<file path="src/rtl/uart_tx_prog.sv">
// UART transmitter (8N1) with a runtime-programmable bit period and a small
// byte FIFO so that queued bytes leave back-to-back with no idle gap.
module uart_tx_prog #(
  parameter int FIFO_DEPTH = 4,
  parameter int ADDR_W     = $clog2(FIFO_DEPTH)
) (
  input  logic              i_Clock,
  input  logic              rst_i,
  input  logic              i_Tx_DV,
  input  logic [7:0]        i_Tx_Byte,
  input  logic [15:0]       CLKS_PER_BIT,
  output logic              o_Tx_Ready,
  output logic              o_Tx_Serial,
  output logic              o_Tx_Active,
  output logic              o_Tx_Done,
  output logic [ADDR_W:0]   o_Fifo_Count
);

  typedef enum logic [1:0] {IDLE, START, DATA, STOP} state_t;

  localparam logic [ADDR_W:0] DEPTH_C = (ADDR_W+1)'(FIFO_DEPTH);

  logic [7:0]        mem_q [FIFO_DEPTH];

  state_t            state_q, state_d;
  logic [ADDR_W-1:0] wr_ptr_q, wr_ptr_d;
  logic [ADDR_W-1:0] rd_ptr_q, rd_ptr_d;
  logic [ADDR_W:0]   count_q, count_d;
  logic              ready_q, ready_d;
  logic [7:0]        shift_q, shift_d;
  logic [15:0]       period_q, period_d;
  logic [15:0]       clk_cnt_q, clk_cnt_d;
  logic [2:0]        bit_idx_q, bit_idx_d;
  logic              serial_q, serial_d;
  logic              active_q, active_d;
  logic              done_q, done_d;

  logic              push;
  logic              pop;
  logic              fifo_empty;
  logic              bit_end;

  always_comb begin
    push       = i_Tx_DV && ready_q;
    fifo_empty = (count_q == '0);
    bit_end    = (clk_cnt_q == period_q - 16'd1);
    pop        = 1'b0;

    state_d   = state_q;
    wr_ptr_d  = wr_ptr_q;
    rd_ptr_d  = rd_ptr_q;
    count_d   = count_q;
    shift_d   = shift_q;
    period_d  = period_q;
    clk_cnt_d = clk_cnt_q;
    bit_idx_d = bit_idx_q;
    serial_d  = serial_q;
    active_d  = active_q;
    done_d    = 1'b0;

    case (state_q)
      IDLE: begin
        serial_d = 1'b1;
        active_d = 1'b0;
        if (!fifo_empty) pop = 1'b1;
      end
      START: begin
        if (bit_end) begin
          serial_d  = shift_q[0];
          shift_d   = {1'b0, shift_q[7:1]};
          clk_cnt_d = 16'd0;
          state_d   = DATA;
        end else begin
          clk_cnt_d = clk_cnt_q + 16'd1;
        end
      end
      DATA: begin
        if (bit_end) begin
          clk_cnt_d = 16'd0;
          if (bit_idx_q == 3'd7) begin
            serial_d = 1'b1;
            state_d  = STOP;
          end else begin
            serial_d  = shift_q[0];
            shift_d   = {1'b0, shift_q[7:1]};
            bit_idx_d = bit_idx_q + 3'd1;
          end
        end else begin
          clk_cnt_d = clk_cnt_q + 16'd1;
        end
      end
      STOP: begin
        if (bit_end) begin
          done_d = 1'b1;
          if (!fifo_empty) begin
            pop = 1'b1;
          end else begin
            active_d = 1'b0;
            state_d  = IDLE;
          end
        end else begin
          clk_cnt_d = clk_cnt_q + 16'd1;
        end
      end
      default: state_d = IDLE;
    endcase

    // Frame load: shared by IDLE start-up and chained STOP->START.
    if (pop) begin
      shift_d   = mem_q[rd_ptr_q];
      period_d  = (CLKS_PER_BIT == 16'd0) ? 16'd1 : CLKS_PER_BIT;
      clk_cnt_d = 16'd0;
      bit_idx_d = 3'd0;
      serial_d  = 1'b0;
      active_d  = 1'b1;
      state_d   = START;
      rd_ptr_d  = rd_ptr_q + ADDR_W'(1);
    end

    if (push) wr_ptr_d = wr_ptr_q + ADDR_W'(1);

    case ({push, pop})
      2'b10:   count_d = count_q + (ADDR_W+1)'(1);
      2'b01:   count_d = count_q - (ADDR_W+1)'(1);
      default: count_d = count_q;
    endcase
    ready_d = (count_d != DEPTH_C);
  end

  always_ff @(posedge i_Clock) begin
    if (rst_i) begin
      state_q   <= IDLE;
      wr_ptr_q  <= '0;
      rd_ptr_q  <= '0;
      count_q   <= '0;
      ready_q   <= 1'b1;
      shift_q   <= 8'd0;
      period_q  <= 16'd1;
      clk_cnt_q <= 16'd0;
      bit_idx_q <= 3'd0;
      serial_q  <= 1'b1;
      active_q  <= 1'b0;
      done_q    <= 1'b0;
    end else begin
      state_q   <= state_d;
      wr_ptr_q  <= wr_ptr_d;
      rd_ptr_q  <= rd_ptr_d;
      count_q   <= count_d;
      ready_q   <= ready_d;
      shift_q   <= shift_d;
      period_q  <= period_d;
      clk_cnt_q <= clk_cnt_d;
      bit_idx_q <= bit_idx_d;
      serial_q  <= serial_d;
      active_q  <= active_d;
      done_q    <= done_d;
    end
  end

  // Storage has no reset; stale entries are unreachable once pointers clear.
  always_ff @(posedge i_Clock) begin
    if (push) mem_q[wr_ptr_q] <= i_Tx_Byte;
  end

  assign o_Tx_Ready   = ready_q;
  assign o_Tx_Serial  = serial_q;
  assign o_Tx_Active  = active_q;
  assign o_Tx_Done    = done_q;
  assign o_Fifo_Count = count_q;

endmodule
</file>
<file path="config.mk">
export PLATFORM = sky130hd
export DESIGN_NAME = uart_tx_prog
export DESIGN_NICKNAME = d
export VERILOG_FILES = /design/src/rtl/uart_tx_prog.sv
export SDC_FILE = /design/constraint.sdc
export NUM_CORES = 1
export LEC_CHECK = 0
export CAP_MARGIN = 25
export CORE_AREA = 2 2 128 130
export DETAILED_ROUTE_END_ITERATION = 8
export DIE_AREA = 0 0 130 132
export GPL_ROUTABILITY_DRIVEN = 0
export PLACE_DENSITY_LB_ADDON = 0.2
export SLEW_MARGIN = 20
export SYNTH_ARGS = -nofsm -noshare
export SYNTH_HDL_FRONTEND = slang
export SYNTH_SLANG_ARGS = --single-unit
</file>
<file path="constraint.sdc">
create_clock -name i_Clock -period 7.7 [get_ports i_Clock]
set_clock_uncertainty 0.05 [all_clocks]
set_input_delay 1.54 -clock i_Clock [delete_from_list [all_inputs] [get_ports i_Clock]]
set_output_delay 1.54 -clock i_Clock [all_outputs]
set_load 0.01 [all_outputs]
</file>
# Word-level counts from Yosys, hierarchy flattened
# Memories as Yosys holds them, arrays and structs flattened. A register that Yosys moved wholly into a read port is not among the register bits.
# Cells that the tools add are included.
[totals]
ff_bits = 56
mem_count = 1
in_bits = 27
ramBits = 32
out_inout_bits = 7
[op_classes]
eq_ne = 20
muxes = 34
add_sub_neg = 7
reduce_logical = 20
bitwise = 2
[memory_table]
columns = ["memory", "depth", "width", "read_ports", "rd_ports_with_merged_regs", "write_ports", "line_no", "source"]
rows = [
  ["mem_q", 4, 8, 1, 1, 1, "23", "logic [7:0] mem_q [FIFO_DEPTH];"],
]
[ops]
columns = ["operator", "n"]
rows = [
  ["$mux W16", 3],
  ["$mux W8", 4],
  ["$pmux W16 S2", 1],
  ["$ne A3 B3 Y1 const B", 7],
  ["$add A16 B1 Y16 const B", 1],
  ["$eq A16 B16 Y1", 1],
  ["$logic_not A16 Y1", 1],
  ["$pmux W8 S2", 1],
  ["$sub A16 B1 Y16 const B", 1],
  ["$mux W2", 7],
  ["$mux W1", 13],
  ["$ne A2 B2 Y1 const B", 6],
  ["$reduce_and A6 Y1", 2],
  ["$reduce_and A3 Y1", 3],
  ["$reduce_bool A3 Y1", 3],
  ["$reduce_bool A4 Y1", 2],
  ["$add A3 B1 Y3 const B", 2],
  ["$eq A2 B2 Y1 const B", 3],
  ["$pmux W2 S3", 1],
  ["$pmux W3 S2", 1],
  ["$reduce_or A2 Y1", 3],
  ["$add A2 B1 Y2 const B", 2],
  ["$eq A2 B1 Y1 const B", 2],
  ["$pmux W1 S2", 2],
  ["10 further kinds", 11],
]

# Logic depth before layout (Yosys ltp)
[logic_depth]
word_depth = 7
depth_mapped = 17

# Least setup slack after synthesis
# Ideal clock, no wire load.
[synth_timing]
path_type = "register to register"
start = "register period_q[4]"
end = "register ready_q, in the netlist o_Tx_Ready"
path_slack_ps = 3619
required_ps = 7531
arrival_ps = 3912
setup_ps = 119
path_stages_with_launch = 18
cell_sequence = "dfxtp_1 > buf_6 > or4_4 > buf_6 > or4b_4 > xnor2_2 > nand2_1 > nor4_4 > a21oi_2 > clkbuf_1 > inv_1 > ha_1 > inv_1 > fa_1 > xor2_1 > or3_1 > a21oi_1 > nand2_1"
[synth_via]
elab_chain_cells = 7
[synth_lines]
columns = ["element", "line_no", "source"]
rows = [
  ["start: declaration", "31", "logic [15:0] period_q, period_d;"],
  ["start signal: assignment", "151", "period_q <= period_d;"],
  ["$sub A16 B1 Y16 *", "46", "bit_end = (clk_cnt_q == period_q - 16'd1);"],
  ["$eq A16 B16 Y1 *", "46", ""],
  ["$mux W1 *", "93", "if (bit_end) begin"],
  ["$pmux W1 S2 *", "61", "case (state_q)"],
  ["$eq A2 B1 Y1 or $eq A2 B2 Y1 (tied branches)", "122", "case ({push, pop})"],
  ["$pmux W3 S2 *", "122", ""],
  ["$ne A3 B3 Y1 *", "127", "ready_d = (count_d != DEPTH_C);"],
  ["end signal: assignment", "149", "ready_q <= ready_d;"],
  ["end: declaration", "29", "logic ready_q, ready_d;"],
]
# Every way passes the cells marked *; elsewhere a longest branch is shown, timed or not.
# A chain may end at the register's enable or synchronous reset.

# Worst setup path in the final report
[layout_timing]
start = "register period_q[0]"
end = "register ready_q, in the netlist o_Tx_Ready"
# The elaborated chain is that of the path after synthesis.

==> qor.csv <==
metric,value,unit
Clock H-tree levels,3,
cell family contributing the most delay on the critical path,simple AND/OR/NAND/NOR gates,
worst slack after detailed placement,3.66,ns
internal power component,0.00123,W
Achievable Freq,248,MHz
total of endpoints with negative setup slack in the final report,0,
Syn Nets,473,
nets@finish,498,
total standard cell area after synthesis,4480,sq um
detail-routed net length per standard cell,15.4,microns
largest net degree at the start of global routing,28,
Max Fanout on Critical Path,10,
"Top FF cell, synth",dfxtp_1,
leakage component of the power,1.91,nW
initial cell density of the core,28.5,%
highest-count cells in the layout ignoring fill and taps,"dfxtp_1, nor2_1, clkdlybuf4s50_1",
number of vias after detailed routing,3237,
area enclosed by the die boundary,17200,sq um
Worst Setup End Kind,flop,
register bit total from synthesis,90,
Area contributors post-synth,"dfxtp_1, edfxtp_1, mux2i_1",
clk buf depth,2,
fraction of final layout cells with drive strength greater than 1,8.91,%
CP max stage cell,or4_1,
total detailed-routing wirelength,10.4,mm
startpoint types,flop,
Boundary Pins,34,
status,finished clean,
fin util,33.6,%
slew at the pin closest to its max-slew limit,0.972,ns
number of violations reported at the end of detailed-routing iteration 0,185,
Final WS setup,3.67,ns
total core area,15700,sq um
clock transition at the registers of the reported paths,0.07,ns
sw power,0.000892,W
worst min-delay path category,reg -> reg,
final hold slack,0.431,ns
peak ir drop on the vdd network,0.000175,V
drt drc,0,
# clock sinks,90,
number of buffers added for setup after CTS,0,
"EDFF count, synth",32,
via count of the first global-routing pass,3262,
count of endpoints failing hold in the final timing report,0,
net switching share of the total power,42.1,%
CTS Buf Count,9,
max capacitance violation total,0,
Slew Limit Headroom,34.9,%
share of synthesized flip-flops with an asynchronous set or reset,0,%
share of synthesized area occupied by flip-flops and latches,47.3,%
buffers plus inverters on the worst setup path,2,
most common library cell in the layout ignoring fill and taps,dfxtp_1,
setup repair after global routing missed its margin,no,
final antenna diode count,0,
Port Buffer Count,33,
final-layout setup total negative slack,0,ns
drt pass-1 iters,5,
combinational share of power,46.1,%
Final Max Tran Viols,0,
TritonCTS clock tree,yes,
chain of cells forming the critical path,or4_1 > or4b_4 > xnor2_2 > nand2_1 > nor4_4 > a21oi_2 > inv_1 > ha_1 > inv_1 > fa_1 > xor2_1 > or3_1 > a21oi_1 > nand2_1,
synth warn,0,
first-pass GRT wire length,17.1,mm
shortest clock period the worst path allows after layout,4.03,ns
count of cells resized by post-cts repair,0,
proportion of netlist area held by the largest area contributor,25.9,%
final-layout fill cell count,1600,
"area leader, netlist",dfxtp_1,
antenna violations before repair,0,
required time worst endpoint,7.89,ns
relative area change from synthesis to final layout,17.7,%
CP peak stage delay,0.63,ns
die width,130,microns
Vias per Instance,4.79,
Critical Path AT,4.22,ns
height of the chip,132,microns
all-layer global routing usage,12.7,%
DP HPWL,7.34,mm
Rows,46,
type of the setup path with the least slack,reg -> reg,
cts hold-fix bufs,0,
clk_lat worst skew,0.35,ns
gate count after technology mapping,430,
ratio of total power to cell area,401,nW/um^2
fraction of the cycle the final worst path needs,52.3,%
root buf cell,clkbuf_16,
mean area per synthesized cell,10.4,sq um
unique cell type count in the Yosys netlist,61,
ANT nets after route,0,
part of the power in the clock network,20.9,%
remaining global-route overflow,0,
relative contribution of sequential cells to total power,33.0,%
==> worst register-to-register path, cell delays in order, from the launching register on <==
cell,delay [ns]
dfxtp_1,0.35
or4_1,0.63
or4b_4,0.56
xnor2_2,0.16
nand2_1,0.11
nor4_4,0.48
a21oi_2,0.14
inv_1,0.09
ha_1,0.18
inv_1,0.06
fa_1,0.37
xor2_1,0.16
or3_1,0.30
a21oi_1,0.19
nand2_1,0.07
==> flip-flops by register name, indices dropped and copies added, names as in the netlist, 3 cells and up, named ones only <==
name          count
clk_cnt_q        16
bit_idx_q         3
o_Fifo_Count      3
shift_q           8
mem_q            32
period_q         16
==> Yosys cell counts (6+ instances only) <==
cell / count
edfxtp_1: 32
or4_1: 6
a22o_1: 13
nor2_1: 49
nor4_1: 9
nor3_1: 15
or3_1: 7
a211oi_1: 8
inv_1: 15
nand2_1: 23
dfxtp_1: 58
a21oi_1: 19
mux2i_1: 19
mux4_2: 8
ha_1: 15
xor2_1: 12
xnor2_1: 12
nand3_1: 12
clkbuf_1: 11
nand2b_1: 6
==> area by class of cell <==
type                       instances  area (sq um)  area share (%)
clock buffer                       9           225            4.27
multi-input combinational        304          2190            41.5
clock inverter                     7          71.3            1.35
tap                              216           270            5.12
sequential                        90          2120            40.2
inverter                          15          56.3            1.07
timing repair buffer              35           345            6.54
==> final timing paths <==
path,end,slack [ns],depth (start not counted),from
setup / recovery,o_Tx_Ready,3.67,14,period_q[0]
hold / removal,shift_q[7],0.43,2,shift_q[7]
setup reg to reg,o_Tx_Ready,3.67,14,period_q[0]
hold reg to reg,shift_q[7],0.43,2,shift_q[7]
==> power groups by stage <==
stage               clock (W)  combinational, W  sequential (W)
floorplan                   0          0.000814        0.000666
global placement            0          0.000969        0.000710
detailed placement          0          0.000978        0.000712
CTS                  0.000454          0.000984        0.000702
global route         0.000476           0.00110        0.000717
finish               0.000443          0.000977        0.000699
==> cells by family (layout without fill, tap and decap cells) <==
kind of cell / Yosys count / in the layout / share of synthesized area, %
and+or+nand+nor: 158 / 158 / 18.5
xor gates and xnor gates: 25 / 25 / 5.05
buffers and inverters: 36 / 66 / 3.85
muxes: 30 / 30 / 9.01
DFF: 90 / 90 / 47.3
adders and majority gates: 16 / 16 / 4.63
AOI/OAI and AO/OA: 75 / 75 / 11.7
==> layer usage <==
metal	global-route usage (%)	wire, microns	up-vias
li1	-	-	1639
met4	4.24	174	0
met1	16.6	5010	1537
met2	20.4	4860	47
met5	0	0	-
met3	3.08	340	14
==> stage by stage <==
stage | cell area, sq um | cells | total power (W)
3_5_place_dp | 4980 | 660 | 0.00169
4_1_cts | 5280 | 676 | 0.00214
2_1_floorplan | 4480 | 430 | 0.00148
3_3_place_gp | 4980 | 660 | 0.00168
5_1_grt | 5280 | 676 | 0.00229
6_report | 5280 | 676 | 0.00212
No activity file was read; power rests on OpenSTA's default activity.
